===== src/rtl/rs232_pkg.sv =====
// rs232_pkg: shared types and sizing for the RS-232 receive buffer.
// Capture FSM encoding, character width and default FIFO depth.
package rs232_pkg;

    localparam int CHAR_W    = 8;
    localparam int DEF_DEPTH = 16;
    localparam int DEF_AW    = 4;

    typedef enum logic [1:0] {
        IDLE   = 2'd0,
        ACK    = 2'd1,
        SETTLE = 2'd2
    } rxState_t;

endpackage


===== src/rtl/rs232_rx_buf_if.sv =====
// rs232_rx_buf_if: receiver-side and consumer-side signals of the buffer.
// master drives characters/pops, slave is the buffer itself.
interface rs232_rx_buf_if
    import rs232_pkg::*;
#(
    parameter int AW = DEF_AW
);

    logic [CHAR_W-1:0] rData;
    logic              ready;
    logic              readSR;
    logic [CHAR_W-1:0] outData;
    logic              outValid;
    logic              outRead;
    logic [AW:0]       count;
    logic              overrun;
    logic              clrOverrun;

    modport master (
        output rData, ready, outRead, clrOverrun,
        input  readSR, outData, outValid, count, overrun
    );

    modport slave (
        input  rData, ready, outRead, clrOverrun,
        output readSR, outData, outValid, count, overrun
    );

endinterface


===== src/rtl/rs232_fifo.sv =====
// rs232_fifo: first-word-fall-through character FIFO.
// Sync write, async read from unreset LUT storage.
module rs232_fifo
    import rs232_pkg::*;
#(
    parameter int DEPTH = DEF_DEPTH,
    parameter int AW    = DEF_AW
) (
    input  logic              Ph0,
    input  logic              Reset,
    input  logic              push,
    input  logic [CHAR_W-1:0] wData,
    input  logic              pop,
    output logic [CHAR_W-1:0] rdData,
    output logic [AW:0]       count,
    output logic              full,
    output logic              empty
);

    logic [CHAR_W-1:0] mem [DEPTH];
    logic [AW-1:0]     wrPtr;
    logic [AW-1:0]     rdPtr;
    logic              doPush;
    logic              doPop;

    assign full   = (count == (AW+1)'(DEPTH));
    assign empty  = (count == '0);
    assign doPop  = pop & ~empty;
    // a full FIFO still accepts a write when the head leaves this cycle
    assign doPush = push & (~full | doPop);
    assign rdData = mem[rdPtr];

    // storage write, deliberately without reset
    always_ff @(posedge Ph0) begin
        if (doPush) begin
            mem[wrPtr] <= wData;
        end
    end

    // pointers wrap modulo DEPTH; count tracks occupancy
    always_ff @(posedge Ph0 or posedge Reset) begin
        if (Reset) begin
            wrPtr <= '0;
            rdPtr <= '0;
            count <= '0;
        end else begin
            if (doPush) begin
                wrPtr <= wrPtr + AW'(1);
            end
            if (doPop) begin
                rdPtr <= rdPtr + AW'(1);
            end
            if (doPush && !doPop) begin
                count <= count + (AW+1)'(1);
            end else if (doPop && !doPush) begin
                count <= count - (AW+1)'(1);
            end
        end
    end

endmodule


===== src/rtl/rs232_rx_buf.sv =====
// rs232_rx_buf: captures UART characters into a FIFO.
// Pulses readSR once per character and flags dropped characters.
module rs232_rx_buf
    import rs232_pkg::*;
#(
    parameter int DEPTH = DEF_DEPTH,
    parameter int AW    = DEF_AW
) (
    input logic            Ph0,
    input logic            Reset,
    rs232_rx_buf_if.slave  bus
);

    rxState_t state;
    rxState_t nextState;
    logic     capture;
    logic     readSRq;
    logic     overrunQ;
    logic     full;
    logic     empty;
    logic     dropped;

    rs232_fifo #(
        .DEPTH (DEPTH),
        .AW    (AW)
    ) fifo (
        .Ph0    (Ph0),
        .Reset  (Reset),
        .push   (capture),
        .wData  (bus.rData),
        .pop    (bus.outRead),
        .rdData (bus.outData),
        .count  (bus.count),
        .full   (full),
        .empty  (empty)
    );

    // a full FIFO with no pop loses the captured character
    assign dropped      = capture & full & ~bus.outRead;
    assign bus.outValid = ~empty;
    assign bus.readSR   = readSRq;
    assign bus.overrun  = overrunQ;

    // capture state and registered readSR pulse
    always_ff @(posedge Ph0 or posedge Reset) begin
        if (Reset) begin
            state   <= IDLE;
            readSRq <= 1'b0;
        end else begin
            state   <= nextState;
            readSRq <= capture;
        end
    end

    // SETTLE swallows the stale ready left over from the acknowledge
    always_comb begin
        nextState = state;
        capture   = 1'b0;
        unique case (state)
            IDLE: begin
                if (bus.ready) begin
                    capture   = 1'b1;
                    nextState = ACK;
                end
            end
            ACK:     nextState = SETTLE;
            SETTLE:  nextState = IDLE;
            default: nextState = IDLE;
        endcase
    end

    // sticky overrun; a new drop beats a simultaneous clear
    always_ff @(posedge Ph0 or posedge Reset) begin
        if (Reset) begin
            overrunQ <= 1'b0;
        end else if (dropped) begin
            overrunQ <= 1'b1;
        end else if (bus.clrOverrun) begin
            overrunQ <= 1'b0;
        end
    end

endmodule


===== src/flat_wrapper.sv =====
// flat-port wrapper written by rule: the top's interface ports become plain ports
module rs232_rx_buf_flat import rs232_pkg::*;
#(
    parameter int DEPTH = DEF_DEPTH,
    parameter int AW    = DEF_AW
)
  (Ph0, Reset, bus_rData, bus_ready, bus_outRead, bus_clrOverrun, bus_readSR, bus_outData, bus_outValid, bus_count, bus_overrun);
  rs232_rx_buf_if #(.AW(AW)) bus_i ();
  input logic Ph0;
  input logic Reset;
  input wire logic [$bits(bus_i.rData)-1:0] bus_rData;
  input wire logic [$bits(bus_i.ready)-1:0] bus_ready;
  input wire logic [$bits(bus_i.outRead)-1:0] bus_outRead;
  input wire logic [$bits(bus_i.clrOverrun)-1:0] bus_clrOverrun;
  output wire logic [$bits(bus_i.readSR)-1:0] bus_readSR;
  output wire logic [$bits(bus_i.outData)-1:0] bus_outData;
  output wire logic [$bits(bus_i.outValid)-1:0] bus_outValid;
  output wire logic [$bits(bus_i.count)-1:0] bus_count;
  output wire logic [$bits(bus_i.overrun)-1:0] bus_overrun;
  assign bus_i.rData = bus_rData;
  assign bus_i.ready = bus_ready;
  assign bus_i.outRead = bus_outRead;
  assign bus_i.clrOverrun = bus_clrOverrun;
  assign bus_readSR = bus_i.readSR;
  assign bus_outData = bus_i.outData;
  assign bus_outValid = bus_i.outValid;
  assign bus_count = bus_i.count;
  assign bus_overrun = bus_i.overrun;
  rs232_rx_buf #(.DEPTH(DEPTH), .AW(AW)) u_core (.Ph0(Ph0), .Reset(Reset), .bus(bus_i));
endmodule

===== config.mk =====
export PLATFORM = sky130hd
export DESIGN_NAME = rs232_rx_buf_flat
export DESIGN_NICKNAME = d
export VERILOG_FILES = /design/src/rtl/rs232_pkg.sv /design/src/rtl/rs232_rx_buf_if.sv /design/src/rtl/rs232_fifo.sv /design/src/rtl/rs232_rx_buf.sv /design/src/flat_wrapper.sv
export SDC_FILE = /design/constraint.sdc
export NUM_CORES = 1
export LEC_CHECK = 0
export CAP_MARGIN = 20
export CORE_MARGIN = 3
export CORE_UTILIZATION = 50
export DETAILED_ROUTE_END_ITERATION = 10
export DONT_BUFFER_PORTS = 1
export PLACE_DENSITY = 0.72
export SETUP_SLACK_MARGIN = 0.05
export SLEW_MARGIN = 0
export SYNTH_ARGS = -nofsm -noshare
export SYNTH_HDL_FRONTEND = slang
export SYNTH_HIERARCHICAL = 1
export SYNTH_SLANG_ARGS = --single-unit
export TNS_END_PERCENT = 30

===== constraint.sdc =====
create_clock -name Ph0 -period 6.91 [get_ports Ph0]
set_clock_uncertainty 0.05 [all_clocks]
set_input_delay 0.3455 -clock Ph0 [delete_from_list [all_inputs] [get_ports Ph0]]
set_output_delay 0.3455 -clock Ph0 [all_outputs]
set_load 0.05 [all_outputs]

==> out/metrics.yaml, run 1 <==
grt:
  grt_remaining_overflow: 0
  grtUsageTotal: 0.185
  grt_pass1_vias: 3055
  antenna_found_initial: 0
  grt_max_degree: 52
  grt_pass1_wl_um: 17300
sta:
  period_needed_ps: 3240
  finalMaxSlewViolations: 0
  fin_crit_sh: 0.468
  worstMarginPinSlew_ps: 1010
  slew-limit-headroom: 0.322
  rsz0062_at_grt: "no"
  setup_viol: 0
  hold_viol: 0
  setup_tns_ps: 0
  timing.hold.ws_ps: 64.3
  fmax_mhz: 309
  worst_slack_ps: 3670
setup_path:
  cp.arrival_ps: 3460
  crit_required_ps: 7130
  start_kind: "flop"
  worstSetupPathType: "flop to flop"
  critPathCaptureType: "flop"
  cp_max_fo: 9
yosys:
  synth_nets: 359
  synth_area_leaders: "edfxtp_1 65%, dfrtp_1 7.2%, mux4_2 6.1%"
  synth_top_area_cell: "edfxtp_1"
  syn_area_um2: 5870
  synth_warnings: 6
  ys_seq_area_frac: 0.727
  synth_seq_cells: 145
  synth.avg_cell_area_um2: 17.5
  synth_cell_types: 35
  syn_inst: 336
  yosys.area.top_type_share: 0.655
clocking:
  clk_latency_ps: 410
  htree_levels: 4
  cts_sinks: 145
  cts_root_buffer: "clkbuf_16"
  cts-buffers-inserted: 17
  clk_path_buf_depth: 2
  path_clk_slew_ps: 60
  cts_resized: 0
  cts_setup_buffers: 0
  cts_tree: "done"
place:
  dpl_cell_area_um2: 6020
  place_congestion: 0.751
  port_buffers: 0
  dp_slack_ps: 3700
  place_hpwl_um: 6970
final_layout:
  diodes: 0
  layout.nets: 376
  area_growth_pct: 13.6
  drive_gt1_frac: 0.159
  fillers: 797
  fin_area_um2: 6670
power_and_ir_drop:
  switching_share: 0.364
  power_frac_seq: 0.397
  leakagePower_nw: 2.35
  p_comb_frac: 0.311
  p_total_mw: 2.96
  peakVddDrop_mv: 0.201
  power.internal_mw: 1.89
  clkPwrFrac: 0.292
  powerDensity_nw_per_um2: 444
  p_switching_mw: 1.08
floorplan:
  start_util: 0.526
  rows: 38
  num_io_pins: 29
  core_area_um2: 11200
  die_h_um: 114
  die_x_um: 114
  die-area_um2: 13100
routing:
  drt_iter0_drc: 216
  finalWirelength_um: 11000
  drc: 0
  ant_nets: 0
  dr.pass1.iters: 5
  vias: 2964
  vias_per_cell: 5.87
  routedWlPerCell_um: 21.7
min_path:
  worstHoldPathType: "input port to flop"
run_status:
  status: "complete, no violations"
flow_run:
  cap_violations: 0
path summary, 6_finish.rpt:
kind                       cells after the start                 start  slack [ps]                   end
setup / recovery                               9  u_core/fifo/count[0]        3670  u_core/fifo/count[4]
hold / removal                                 2        bus_clrOverrun          60    u_core/bus.overrun
max in group asynchronous                      2                 Reset        6050  u_core/fifo/rdPtr[0]
hold reg to reg                                1       u_core/state[0]         430       u_core/state[0]
setup reg to reg                               9  u_core/fifo/count[0]        3670  u_core/fifo/count[4]
min in group asynchronous                      2                 Reset         230    u_core/bus.overrun
placed cells by master (no fill, tap or decap), drive strengths merged, types with 2 or more instances in the layout:
| master | Yosys | routed |
|---|---|---|
| a21oi | 2 | 2 |
| edfxtp | 128 | 128 |
| ha | 9 | 9 |
| nand2 | 20 | 20 |
| buf | 12 | 7 |
| clkinvlp | 0 | 3 |
| a21o | 2 | 2 |
| a22oi | 8 | 8 |
| o21ai | 11 | 11 |
| clkinv | 0 | 4 |
| xnor2 | 9 | 9 |
| inv | 11 | 15 |
| a221oi | 16 | 16 |
| mux2i | 33 | 33 |
| nor3b | 2 | 2 |
| nand2b | 2 | 2 |
| bufinv | 0 | 2 |
| nor2 | 16 | 16 |
| mux4 | 16 | 16 |
| dlygate4sd3 | 0 | 9 |
| nor2b | 2 | 2 |
| nor3 | 4 | 4 |
| clkbuf | 6 | 18 |
| dfrtp | 17 | 17 |
state kept, by name, indices dropped and copies added, names as in the netlist:
name	flops
u_core/bus.readSR	1
u_core/bus.overrun	1
u_core/fifo/wrPtr	4
u_core/fifo/count	5
u_core/fifo/rdPtr	4
u_core/state	2
u_core/fifo/mem	128
logic make-up after synthesis:
family                   synth area share
AO/OA/AOI/OAI                      0.0526
XOR/XNOR                           0.0149
adder cells (fa/ha/maj)            0.0226
buffers and inverters              0.0219
flip-flops                          0.727
multiplexers                        0.120
AND/OR/NAND/NOR                    0.0413
synthesized netlist by cell type, drive strengths merged:
library cell    n
edfxtp        128
mux2i          33
nand2          20
dfrtp          17
a221oi         16
mux4           16
nor2           16
buf            12
inv            11
o21ai          11
ha              9
xnor2           9
a22oi           8
clkbuf          6
nor3            4
a21o            2
a21oi           2
nand2b          2
nor2b           2
nor3b           2
a32o            1
and2            1
fa              1
mux2            1
nand3           1
nand4           1
o21a            1
o31a            1
or4             1
xor2            1
routing by layer:
metal / share of wire / global-route usage / vias up
met2: 0.48 / 0.272 / 93
met4: 0.041 / 0.0990 / 0
li1: - / - / 1351
met1: 0.43 / 0.256 / 1494
met3: 0.048 / 0.0460 / 26
met5: 0 / 0 / -
critical path, cell delays in order (launching register included):
cell,delay [ps]
dfrtp_1,610
or4_4,650
o31a_1,410
ha_1,280
inv_1,150
ha_1,290
a21o_1,180
a21oi_1,180
mux2i_1,230
xnor2_1,80
stage by stage:
step | instances | util
2_1_floorplan | 336 | -
3_3_place_gp | 463 | 0.537
3_5_place_dp | 465 | 0.539
4_1_cts | 505 | 0.597
5_1_grt | 505 | 0.597
6_report | 505 | 0.597
power groups by stage:
stage,Combinational [mW],Clock [mW],Sequential [mW]
after floorplan,0.765,0,1.15
after global placement,0.887,0,1.19
after detailed placement,0.908,0,1.20
after CTS,0.929,0.876,1.18
after global routing,0.991,0.918,1.19
final,0.922,0.865,1.18
timing repair:
item,in CTS,in global routing
hold buffers,9,0
hold endpoints to repair,145,0
endpoints found under the setup margin,0,0
area by class of cell:
type | instances | area, µm² | share of cell area
Clock buffer | 18 | 429 | 0.0643
Clock inverter | 13 | 134 | 0.0201
Inverter | 11 | 41.3 | 0.00619
Multi-Input combinational cell | 162 | 1470 | 0.221
Sequential cell | 145 | 4270 | 0.640
Tap cell | 140 | 175 | 0.0263
Timing Repair Buffer | 16 | 146 | 0.0219
Note: power is estimated with default switching activity, not from simulation.
==> run 2: changes to the inputs <==
clock period = 3.3 ns   (was 6.91 ns; I/O delays follow)
==> run 2 against run 1 <==
Against the previous run:
- cell area up 3.2%
- core utilization up 1.9 points
- via count up 3.8%
- critical endpoint is now bus_outData[3]
==> out/metrics.yaml, run 2 (synthesis results as in run 1) <==
run_status:
  status: "complete, no violations"
clocking:
  cts_setup_buffers: 0  # unchanged
  cts-buffers-inserted: 17  # unchanged
  cts_sinks: 145  # unchanged
  cts_root_buffer: "clkbuf_16"
  clk_path_buf_depth: 2  # unchanged
  path_clk_slew_ps: 60  # about the same
  htree_levels: 4  # unchanged
  cts_tree: "done"
  hold_buffers: 13  # +4
  cts_resized: 0  # unchanged
  clk_latency_ps: 410  # about the same
setup_path:
  path_cells: "and2_1, a221oi_1, o21ai_0, nand2_1"
  crit_required_ps: 3080  # -4050 ps
  cp.arrival_ps: 2670  # -790 ps
  start_kind: "flop"
  cpPeakStageDelay_ps: 680  # +30 ps
  crit_slowest_cell: "a221oi_1"
  critPathCaptureType: "output port"
  cp_max_fo: 17  # +8
  worstSetupPathType: "flop to output port"
  reg2reg_depth: 10  # +1
final_layout:
  largest_register_ffs: 128  # unchanged
  drive_gt1_frac: 0.189  # +0.0301
  fin_area_um2: 6880  # +3.2%
  area_growth_pct: 17.2
  regMostFlops: "u_core/fifo/mem"
  final_cell_mix: "128 x edfxtp_1, 33 x mux2i_1, 19 x nand2_1"
  final_util: 0.616  # +0.0188
  largest_registers: "u_core/fifo/mem x128, u_core/fifo/count x5"
  final_common_cell: "edfxtp_1"
  layout.nets: 391  # +4.0%
  diodes: 0  # unchanged
floorplan:
  rows: 38  # unchanged
  die_x_um: 114  # unchanged
  die_h_um: 114  # unchanged
  start_util: 0.526  # unchanged
  die-area_um2: 13100  # unchanged
  core_area_um2: 11200  # unchanged
  num_io_pins: 29  # unchanged
sta:
  worstMarginPinSlew_ps: 894  # -120 ps
  slew-limit-headroom: 0.402  # +0.0803
  setup_viol: 0  # unchanged
  setup_tns_ps: 0  # unchanged
  period_needed_ps: 2880
  finalMaxSlewViolations: 0  # unchanged
  hold_viol: 0  # unchanged
  rsz0062_at_grt: "no"
  fin_crit_sh: 0.874
  fmax_mhz: 347
place:
  place_hpwl_um: 6950  # -0.33%
  place_congestion: 0.780  # +3.8%
  port_buffers: 0  # unchanged
  dpl_cell_area_um2: 6120  # +1.7%
flow_run:
  cap_violations: 0  # unchanged
routing:
  drc: 0  # unchanged
  finalWirelength_um: 11000  # +0.27%
  vias: 3078  # +3.8%
  dr.pass1.iters: 7  # +2
  ant_nets: 0  # unchanged
  drt_iter0_drc: 232  # +7.4%
  vias_per_cell: 5.91  # +0.66%
  routedWlPerCell_um: 21.1  # -2.8%
grt:
  antenna_found_initial: 0  # unchanged
  grtUsageTotal: 0.183  # -0.00198
  grt_remaining_overflow: 0  # unchanged
  grt_pass1_vias: 3068  # +0.43%
  grt_max_degree: 24  # -54%
  grt_pass1_wl_um: 17300  # unchanged
min_path:
  worstHoldPathType: "input port to asynchronous set/reset pin"
power_and_ir_drop:
  powerDensity_nw_per_um2: 946  # +110%
  leakagePower_nw: 2.46  # +5.0%
  peakVddDrop_mv: 0.489  # +140%
run 2: cell count changes in the layout (fill, tap and decap cells not counted), sizes merged:
cell and delta:
buf +11, bufinv +2, clkinv -2, dlygate4sd3 +4, inv +1
run 2: cell type report:
class                           count  area [µm²]
Fill cell                         775        4290
Sequential cell                   145        4270
Multi-Input combinational cell    162        1470
Clock buffer                       18         429
Timing Repair Buffer               31         290
Clock inverter                     14         200
Tap cell                          140         175
Inverter                           11        41.3
run 2: critical path: cells and delay by family (launching register included):
family	cells	cell delay, ps
compound gates	2	840
flops	1	510
simple gates	2	900
run 2: routing by layer:
metal	up-vias	part of all wire	track usage
met4	0	0.013	0.0649
met3	11	0.057	0.0460
li1	1379	-	-
met5	-	0	0
met1	1593	0.43	0.255
met2	95	0.50	0.283
run 2: final timing paths:
check,endpoint,slack (ps),startpoint
worst max-delay path,bus_outData[3],420,u_core/fifo/rdPtr[2]
worst min-delay path,u_core/bus.overrun,50,Reset
worst max register to register,u_core/fifo/count[4],460,u_core/fifo/count[0]
worst min register to register,u_core/state[0],420,u_core/state[0]
max in group asynchronous,u_core/fifo/rdPtr[0],2610,Reset
min in group Ph0,u_core/fifo/wrPtr[0],140,bus_outRead
run 2: power by group:
part           leakage [nW]  internal (mW)  switching, mW  total [mW]
combinational         0.804          0.739           1.35        2.09
clock                 0.299           1.28          0.739        2.02
sequential             1.36           2.18          0.219        2.40
total                  2.46           4.20           2.31        6.51
run 2: stage by stage:
stage	instances	hold WS, ps	worst slack, ps	power [mW]
detailed placement	476	-101	477	4.48
CTS	521	31.5	411	6.54
finish	521	46.9	415	6.51
floorplan	336	-119	285	4.01
global route	521	61.5	257	6.79
global placement	476	-111	540	4.44
